File: config.mk
export PLATFORM = sky130hd
export DESIGN_NAME = alu_seq_flat
export DESIGN_NICKNAME = d
export VERILOG_FILES = /design/src/rtl/alu_seq_if.sv /design/src/rtl/alu_seq.sv /design/src/flat_wrapper.sv
export SDC_FILE = /design/constraint.sdc
export NUM_CORES = 2
export LEC_CHECK = 0
export ABC_AREA = 1
export CAP_MARGIN = 20
export CORE_MARGIN = 2
export CORE_UTILIZATION = 35
export DETAILED_ROUTE_END_ITERATION = 10
export GPL_TIMING_DRIVEN = 0
export PLACE_DENSITY = 0.5
export SYNTH_ARGS = -nofsm -noshare
export SYNTH_HDL_FRONTEND = slang
export SYNTH_SLANG_ARGS = --single-unit
File: constraint.sdc
create_clock -name clk_i -period 8.6 [get_ports clk_i]
set_input_delay 0.86 -clock clk_i [delete_from_list [all_inputs] [get_ports clk_i]]
set_output_delay 0.86 -clock clk_i [all_outputs]
set_load 0.02 [all_outputs]
File: src/rtl/alu_seq_if.sv
// alu_seq_if: operator encoding and issue/result bundle between the issue stage and alu_seq.
package ariane_pkg;
  typedef enum logic [5:0] {
    ANDL, ORL, XORL, ADD, SUB, SLL, SRL, SRA, SLTS, SLTU,
    EQ, NE, LTS, LTU, GES, GEU,
    ADDW, SUBW, SLLW, SRLW, SRAW,
    CLZ, CTZ, CPOP, CLZW, CTZW, CPOPW,
    MIN, MAX, MINU, MAXU
  } fu_op;
endpackage

interface alu_seq_if #(parameter int XLEN = 64, parameter int TRANS_ID_BITS = 3);
  import ariane_pkg::*;
  logic flush_i;
  logic valid_i;
  logic ready_o;
  fu_op operator_i;
  logic [XLEN-1:0] operand_a_i;
  logic [XLEN-1:0] operand_b_i;
  logic [TRANS_ID_BITS-1:0] trans_id_i;
  logic valid_o;
  logic [XLEN-1:0] result_o;
  logic branch_res_o;
  logic [TRANS_ID_BITS-1:0] trans_id_o;
  modport master (
    output flush_i, valid_i, operator_i, operand_a_i, operand_b_i, trans_id_i,
    input  ready_o, valid_o, result_o, branch_res_o, trans_id_o
  );
  modport slave (
    input  flush_i, valid_i, operator_i, operand_a_i, operand_b_i, trans_id_i,
    output ready_o, valid_o, result_o, branch_res_o, trans_id_o
  );
endinterface

File: src/rtl/alu_seq.sv
// alu_seq: handshaked integer ALU with registered result and an iterative CHUNK-per-cycle bit counter.
module alu_seq
  import ariane_pkg::*;
#(
  parameter int XLEN = 64,
  parameter int CHUNK = 8,
  parameter int TRANS_ID_BITS = 3
) (
  input logic clk_i,
  input logic rst_i,
  alu_seq_if.slave bus
);
  localparam int SW = $clog2(XLEN);
  localparam int AW = $clog2(XLEN + 1);
  localparam int N = XLEN / CHUNK;
  localparam int NW = 32 / CHUNK;
  localparam int CW = $clog2(N + 1);
  typedef enum logic {IDLE, COUNT} state_t;
  state_t state_q, state_d;
  logic valid_q, valid_d, branch_q, branch_d, found_q, found_d, pop_q, pop_d;
  logic [XLEN-1:0] result_q, result_d, sh_q, sh_d;
  logic [TRANS_ID_BITS-1:0] tid_q, tid_d;
  logic [AW-1:0] acc_q, acc_d, pc, lz;
  logic [CW-1:0] cnt_q, cnt_d;
  logic accept, is_cnt, is_w, lts, ltu, alu_br;
  logic [XLEN-1:0] a, b, alu_res, rev_a;
  logic [31:0] aw, bw, rev_aw;
  logic [CHUNK-1:0] slice;
  fu_op op;
  function automatic logic [XLEN-1:0] sext(input logic [31:0] x);
    return XLEN'($signed(x));
  endfunction
  assign op = bus.operator_i;
  assign a = bus.operand_a_i;
  assign b = bus.operand_b_i;
  assign aw = a[31:0];
  assign bw = b[31:0];
  assign lts = $signed(a) < $signed(b);
  assign ltu = a < b;
  assign bus.ready_o = state_q == IDLE;
  assign accept = bus.valid_i & bus.ready_o & ~bus.flush_i;
  assign is_cnt = op inside {CLZ, CTZ, CPOP, CLZW, CTZW, CPOPW};
  assign is_w = op inside {CLZW, CTZW, CPOPW};
  assign slice = sh_q[XLEN-1 -: CHUNK];
  assign bus.valid_o = valid_q;
  assign bus.result_o = result_q;
  assign bus.branch_res_o = branch_q;
  assign bus.trans_id_o = tid_q;
  always_comb begin
    alu_res = '0;
    alu_br = 1'b1;
    case (op)
      ANDL: alu_res = a & b;
      ORL:  alu_res = a | b;
      XORL: alu_res = a ^ b;
      ADD:  alu_res = a + b;
      SUB:  alu_res = a - b;
      SLL:  alu_res = a << b[SW-1:0];
      SRL:  alu_res = a >> b[SW-1:0];
      SRA:  alu_res = $unsigned($signed(a) >>> b[SW-1:0]);
      SLTS: alu_res = XLEN'(lts);
      SLTU: alu_res = XLEN'(ltu);
      EQ:   alu_br = a == b;
      NE:   alu_br = a != b;
      LTS:  alu_br = lts;
      LTU:  alu_br = ltu;
      GES:  alu_br = ~lts;
      GEU:  alu_br = ~ltu;
      ADDW: alu_res = sext(aw + bw);
      SUBW: alu_res = sext(aw - bw);
      SLLW: alu_res = sext(aw << bw[4:0]);
      SRLW: alu_res = sext(aw >> bw[4:0]);
      SRAW: alu_res = sext($unsigned($signed(aw) >>> bw[4:0]));
      MIN:  alu_res = lts ? a : b;
      MAX:  alu_res = lts ? b : a;
      MINU: alu_res = ltu ? a : b;
      MAXU: alu_res = ltu ? b : a;
      default: alu_res = '0;
    endcase
  end
  // Bit-reversed operands let CTZ reuse the MSB-first leading-zero scan.
  always_comb begin
    rev_a = '0;
    rev_aw = '0;
    pc = '0;
    lz = AW'(CHUNK);
    for (int i = 0; i < XLEN; i++) rev_a[i] = a[XLEN-1-i];
    for (int i = 0; i < 32; i++) rev_aw[i] = aw[31-i];
    for (int i = 0; i < CHUNK; i++) begin
      pc = pc + AW'(slice[i]);
      if (slice[i]) lz = AW'(CHUNK - 1 - i);
    end
  end
  always_comb begin
    state_d = state_q;
    valid_d = 1'b0;
    result_d = result_q;
    branch_d = branch_q;
    tid_d = tid_q;
    sh_d = sh_q;
    acc_d = acc_q;
    found_d = found_q;
    cnt_d = cnt_q;
    pop_d = pop_q;
    if (state_q == COUNT) begin
      acc_d = acc_q + (pop_q ? pc : found_q ? '0 : lz);
      found_d = found_q | (|slice);
      sh_d = sh_q << CHUNK;
      cnt_d = cnt_q - CW'(1);
      if (bus.flush_i) state_d = IDLE;
      else if (cnt_q == CW'(1)) begin
        state_d = IDLE;
        valid_d = 1'b1;
        result_d = XLEN'(acc_d);
        branch_d = 1'b1;
      end
    end else if (accept) begin
      tid_d = bus.trans_id_i;
      if (is_cnt) begin
        state_d = COUNT;
        pop_d = op inside {CPOP, CPOPW};
        acc_d = '0;
        found_d = 1'b0;
        cnt_d = is_w ? CW'(NW) : CW'(N);
        sh_d = op == CTZ ? rev_a : op == CTZW ? XLEN'(rev_aw) << (XLEN - 32) : is_w ? XLEN'(aw) << (XLEN - 32) : a;
      end else begin
        valid_d = 1'b1;
        result_d = alu_res;
        branch_d = alu_br;
      end
    end
  end
  always_ff @(posedge clk_i) begin
    if (rst_i) begin
      state_q <= IDLE;
      valid_q <= 1'b0;
      result_q <= '0;
      branch_q <= 1'b0;
      tid_q <= '0;
      sh_q <= '0;
      acc_q <= '0;
      found_q <= 1'b0;
      cnt_q <= '0;
      pop_q <= 1'b0;
    end else begin
      state_q <= state_d;
      valid_q <= valid_d;
      result_q <= result_d;
      branch_q <= branch_d;
      tid_q <= tid_d;
      sh_q <= sh_d;
      acc_q <= acc_d;
      found_q <= found_d;
      cnt_q <= cnt_d;
      pop_q <= pop_d;
    end
  end
endmodule
File: src/flat_wrapper.sv
// flat-port wrapper written by rule: the top's interface ports become plain ports
module alu_seq_flat import ariane_pkg::*;
#(
  parameter int XLEN = 64,
  parameter int CHUNK = 8,
  parameter int TRANS_ID_BITS = 3
)
  (clk_i, rst_i, bus_flush_i, bus_valid_i, bus_operator_i, bus_operand_a_i, bus_operand_b_i, bus_trans_id_i, bus_ready_o, bus_valid_o, bus_result_o, bus_branch_res_o, bus_trans_id_o);
  alu_seq_if #(.XLEN(XLEN), .TRANS_ID_BITS(TRANS_ID_BITS)) bus_i ();
  input logic clk_i;
  input logic rst_i;
  input wire logic [$bits(bus_i.flush_i)-1:0] bus_flush_i;
  input wire logic [$bits(bus_i.valid_i)-1:0] bus_valid_i;
  input wire logic [$bits(bus_i.operator_i)-1:0] bus_operator_i;
  input wire logic [$bits(bus_i.operand_a_i)-1:0] bus_operand_a_i;
  input wire logic [$bits(bus_i.operand_b_i)-1:0] bus_operand_b_i;
  input wire logic [$bits(bus_i.trans_id_i)-1:0] bus_trans_id_i;
  output wire logic [$bits(bus_i.ready_o)-1:0] bus_ready_o;
  output wire logic [$bits(bus_i.valid_o)-1:0] bus_valid_o;
  output wire logic [$bits(bus_i.result_o)-1:0] bus_result_o;
  output wire logic [$bits(bus_i.branch_res_o)-1:0] bus_branch_res_o;
  output wire logic [$bits(bus_i.trans_id_o)-1:0] bus_trans_id_o;
  assign bus_i.flush_i = bus_flush_i;
  assign bus_i.valid_i = bus_valid_i;
  assign bus_i.operator_i = bus_operator_i;
  assign bus_i.operand_a_i = bus_operand_a_i;
  assign bus_i.operand_b_i = bus_operand_b_i;
  assign bus_i.trans_id_i = bus_trans_id_i;
  assign bus_ready_o = bus_i.ready_o;
  assign bus_valid_o = bus_i.valid_o;
  assign bus_result_o = bus_i.result_o;
  assign bus_branch_res_o = bus_i.branch_res_o;
  assign bus_trans_id_o = bus_i.trans_id_o;
  alu_seq #(.XLEN(XLEN), .CHUNK(CHUNK), .TRANS_ID_BITS(TRANS_ID_BITS)) u_core (.clk_i(clk_i), .rst_i(rst_i), .bus(bus_i));
endmodule
==> metrics.yaml, run 1 <==
ioPinCount: 211
firstError: "[ERROR GRT-0116] Global routing finished with congestion. Check the congestion regions in the DRC Viewer."
track_usage: 0.636
synth_fa_ha_area_frac: 0.0794
async_reset_ff_frac: 0
start_util: 0.355
ys_seq_elements: 147
synth_cells: 6823
syn_nets: 7178
post-place-ws_ns: 0.130
syn-cell-area_sq_um: 34400
synth_top_family_by_area: "simple AND/OR/NAND/NOR gates"
die_h_microns: 317
numCtsBuffers: 17
grt_max_degree: 17
hpwl_mm: 262
synth-edff-count: 0
clock_sinks: 147
cts_setup_buffers: 0
io_buffers: 208
synth.distinct_cells: 52
grt_pass1_vias: 54100
cts_max_level: 4
rows: 114
root_buffer: "clkbuf_16"
dpl-instance-area_sq_um: 38300
grt_overflow: 17
postCtsHoldBufs: 0
yosys.area_share.xor_xnor: 0.00484
status: "aborted with a tool error"
cts_resized: 0
cts.path.max_buffers: 2
yosysWarnings: 0
synthSimpleGateAreaFrac: 0.504
die_x_microns: 317
synth_area_per_cell_sq_um: 5.04
lastStage: "global routing"
grt_pass1_wl_mm: 447
routabilityCongestion: 1.29
synth_compound_area_frac: 0.209
synthMuxAreaShare: 0.000291
synth-main-ff-cell: "dfxtp_1"
ys_seq_area_frac: 0.0856
[cells by family after synthesis]
family / count (synthesis)
compound gates: 1285
xor+xnor: 19
fa+ha+maj: 214
buf+inv: 1039
flops: 147
mux: 1
simple gates: 4118
[cells in the mapped netlist, types with 15 or more instances]
master | count | share of area
clkbuf_1 | 220 | 0.024
ha_1 | 207 | 0.075
and2_1 | 25 | 0.0045
nor3_1 | 85 | 0.012
o221ai_1 | 25 | 0.0064
o211ai_1 | 110 | 0.024
nand2_1 | 2075 | 0.23
a211oi_1 | 19 | 0.0041
o22ai_1 | 41 | 0.0075
o21ai_1 | 15 | 0.0022
a31oi_1 | 16 | 0.0029
inv_1 | 640 | 0.070
buf_1 | 86 | 0.0094
nor2_1 | 705 | 0.077
buf_2 | 66 | 0.0096
a21oi_1 | 497 | 0.072
xor2_1 | 17 | 0.0043
o21ai_0 | 467 | 0.068
nand4_1 | 55 | 0.010
o21bai_1 | 29 | 0.0063
dfxtp_1 | 147 | 0.086
nand3_1 | 1124 | 0.16
[routing by layer]
metal / GRT usage / overflow
met1: 0.683 / 0
met2: 0.831 / 9
met3: 0.393 / 0
met4: 0.618 / 8
met5: 0.0482 / 0
[stage by stage]
step	hold WS, ns	instances	utilization
floorplan	0.440	6823	-
global placement	0.453	8307	0.393
detailed placement	0.457	8326	0.395
CTS	0.468	8358	0.401
==> inputs of run 2 (changes only) <==
--- a/config.mk
+++ b/config.mk
@@ -8,10 +8,10 @@
 export ABC_AREA = 1
 export CAP_MARGIN = 20
 export CORE_MARGIN = 2
-export CORE_UTILIZATION = 35
+export CORE_UTILIZATION = 20
 export DETAILED_ROUTE_END_ITERATION = 10
 export GPL_TIMING_DRIVEN = 0
-export PLACE_DENSITY = 0.5
+export PLACE_DENSITY_LB_ADDON = 0.15
 export SYNTH_ARGS = -nofsm -noshare
 export SYNTH_HDL_FRONTEND = slang
 export SYNTH_SLANG_ARGS = --single-unit
==> run 2 against run 1 <==
Compared with the run above: the flow now finishes, with violations (negative setup slack); synthesized area did not move; synthesized cell count stayed put.
==> metrics.yaml, run 2 <==
status: "finished with violations"
violations: "negative setup slack"
power.total_mw: 4.45
synth_area_leaders: "nand2_1 (23%), nand3_1 (16%), dfxtp_1 (8.6%), nor2_1 (7.7%), ha_1 (7.5%)"
yosysMostFrequentCell: "nand2_1"
routabilityCongestion: 1.10  # -14%
layout_commonest_cell: "nand2_1"
critPathMaxStageDelay_ns: 0.79
die_h_microns: 419  # +32%
synthToLayoutAreaGrowth_pct: 19.7
cts.clk_slew.worst_paths_ns: 0.06
yosysWarnings: 0  # unchanged
grt_setup_unrepaired: "false"
hold_viol: 0
synth_area_per_cell_sq_um: 5.04  # unchanged
cp_num_buf_inv: 10
ioPinCount: 211  # unchanged
root_buffer: "clkbuf_16"
reg2regPathDepth: 17
route.detailed.drc: 0
wl_met2_mm: 169
cpMostUsedCell: "nand2_1"
grt_max_degree: 17
fin_crit_ns: 8.81
die_x_microns: 419  # +32%
dr_total_vias: 54800
drive_above_1_share: 0.0314
crit_type: "in -> reg"
irDropWorstVdd_v: 0.0000906
grt_pass1_wl_mm: 514
slew_violations: 0
io_buffers: 208  # unchanged
whs_path_depth: 2
fin_ws_ns: -0.213
synth.distinct_cells: 52  # unchanged
synth_common_cells: "nand2_1 (2075), nand3_1 (1124), nor2_1 (705)"
start_util: 0.201  # -0.154
ys_seq_area_frac: 0.0856  # unchanged
worstMarginPinSlew_ns: 1.32
numCtsBuffers: 25  # +8
setup-violations-final: 7
synth-main-ff-cell: "dfxtp_1"
p_leak_nw: 18.9
setup.worst_path.start_class: "primary input"
final_cell_mix: "nand2_1 (2075), nand3_1 (1124), nor2_1 (704), inv_1 (640), a21oi_1 (497)"
synth_top_area_share: 0.226  # unchanged
crit_slowest_cell: "clkbuf_1"
dpl-instance-area_sq_um: 40300  # +5.2%
drt-met1-wl_mm: 158
route.met3.wl_mm: 36.4
drt_first_pass_iters: 8
clock_sinks: 147  # unchanged
crit_required_ns: 8.94
syn-cell-area_sq_um: 34400  # unchanged
fin_area_sq_um: 41200
worstHoldPathType: "reg -> reg"
ant_nets: 0
routed_wl_mm: 405
wire_per_inst_microns: 43.1
track_usage: 0.445
crit_family: "buffers and inverters"
cp_num_cells: 28
finalCritPeriodShare: 1.02
synth_cells: 6823  # unchanged
grt_overflow: 0
grt_pass1_vias: 51100
skew_ns: 0.0230
syn_nets: 7178  # unchanged
ys_seq_elements: 147  # unchanged
hpwl_mm: 346  # +32%
endpoint_kind: "flop"
synth-edff-count: 0  # unchanged
postCtsHoldBufs: 0  # unchanged
fin_util: 0.241
yosys.area.top_type: "nand2_1"
dieArea_sq_um: 175000
finalNetCount: 7486
cts_max_level: 4  # unchanged
drv_cap: 0
slew_headroom: 0.115
rows: 152  # +33%
clk_latency_ns: 0.49
power_density_nw_per_um2: 108
top_layer: "met5"
core_area_sq_um: 171000
async_reset_ff_frac: 0  # unchanged
cts.path.max_buffers: 3  # +1
avgViaCountPerCell: 5.83
antenna_found_initial: 56
fmax_mhz: 113
critPathArrivalTime_ns: 9.15
path_max_fanout: 10
cts_tree: "built"
drt-initial-drc-count: 7822
## run 2: cell counts after synthesis
Identical to the previous run, type by type.
## run 2: cell type report
type | instances | area (sq um)
sequential | 147 | 2940
inverter | 657 | 2470
clock inverter | 3 | 17.5
antenna | 36 | 90.1
timing repair buffer | 282 | 3170
multi-input combinational | 5637 | 27400
tap | 2233 | 2790
buffer | 381 | 1560
fill | 20500 | 130000
clock buffer | 30 | 694
## run 2: cell families (layout without fill, tap and decap cells)
logic type	after synthesis	after routing	synth area share
AND/OR/NAND/NOR	4118	4118	0.504
AO/OA/AOI/OAI	1285	1285	0.209
buffers and inverters	1039	1353	0.117
adder cells (fa/ha/maj)	214	214	0.0794
flip-flops	147	147	0.0856
XOR/XNOR	19	19	0.00484
multiplexers	1	1	0.000291
other	0	36	0
## run 2: through the flow
| step | worst slack [ns] | hold slack [ns] | cells | TNS, ns |
|---|---|---|---|---|
| final | -0.213 | 0.465 | 9406 | -0.810 |
| after global routing | 0.0840 | 0.485 | 9373 | 0 |
| after CTS | 0.380 | 0.469 | 9365 | 0 |
| after detailed placement | -0.595 | 0.459 | 9330 | -2.42 |
| after global placement | -2.63 | 0.456 | 9264 | -80.44 |
| after floorplan | 4.29 | 0.440 | 6823 | 0 |
## run 2: power breakdown
group	switching (mW)	internal [mW]	total, mW
clock network	0.331	0.561	0.892
logic	2.28	0.581	2.86
registers	0.00637	0.691	0.698
total	2.62	1.83	4.45
## run 2: worst paths after layout
path,startpoint,slack [ns],to
min,u_core.bus.trans_id_o[0],0.47,u_core.bus.trans_id_o[0]
min reg2reg,u_core.bus.trans_id_o[0],0.47,u_core.bus.trans_id_o[0]
max,bus_operand_b_i[4],-0.21,u_core.bus.result_o[22]
max reg2reg,u_core.sh_q[56],4.06,u_core.bus.result_o[6]
## run 2: repair_timing
item,CTS,global route
buffers inserted,3,0
gates resized for setup,1,0
hold endpoints to repair,0,0
endpoints found under the setup margin,1,0
## run 2: worst register-to-register path, cell delays in order, from the launching register on
cell and delay (ns):
dfxtp_1 0.37, inv_1 0.10, ha_1 0.28, inv_1 0.05, fa_1 0.50, fa_1 0.43
fa_1 0.44, fa_1 0.49, o21a_1 0.21, fa_1 0.42, o31ai_1 0.41, inv_1 0.08
nor3_1 0.22, a21oi_1 0.10, o21ai_0 0.14, nand2_1 0.08, inv_1 0.06, a21oi_1 0.05
## run 2: routing by layer
metal / global-route usage / vias up
met2: 0.664 / 3626
met4: 0.376 / 16
li1: - / 23300
met3: 0.108 / 980
met1: 0.537 / 26900
met5: 0 / -
No activity file was read; power rests on OpenSTA's default activity.
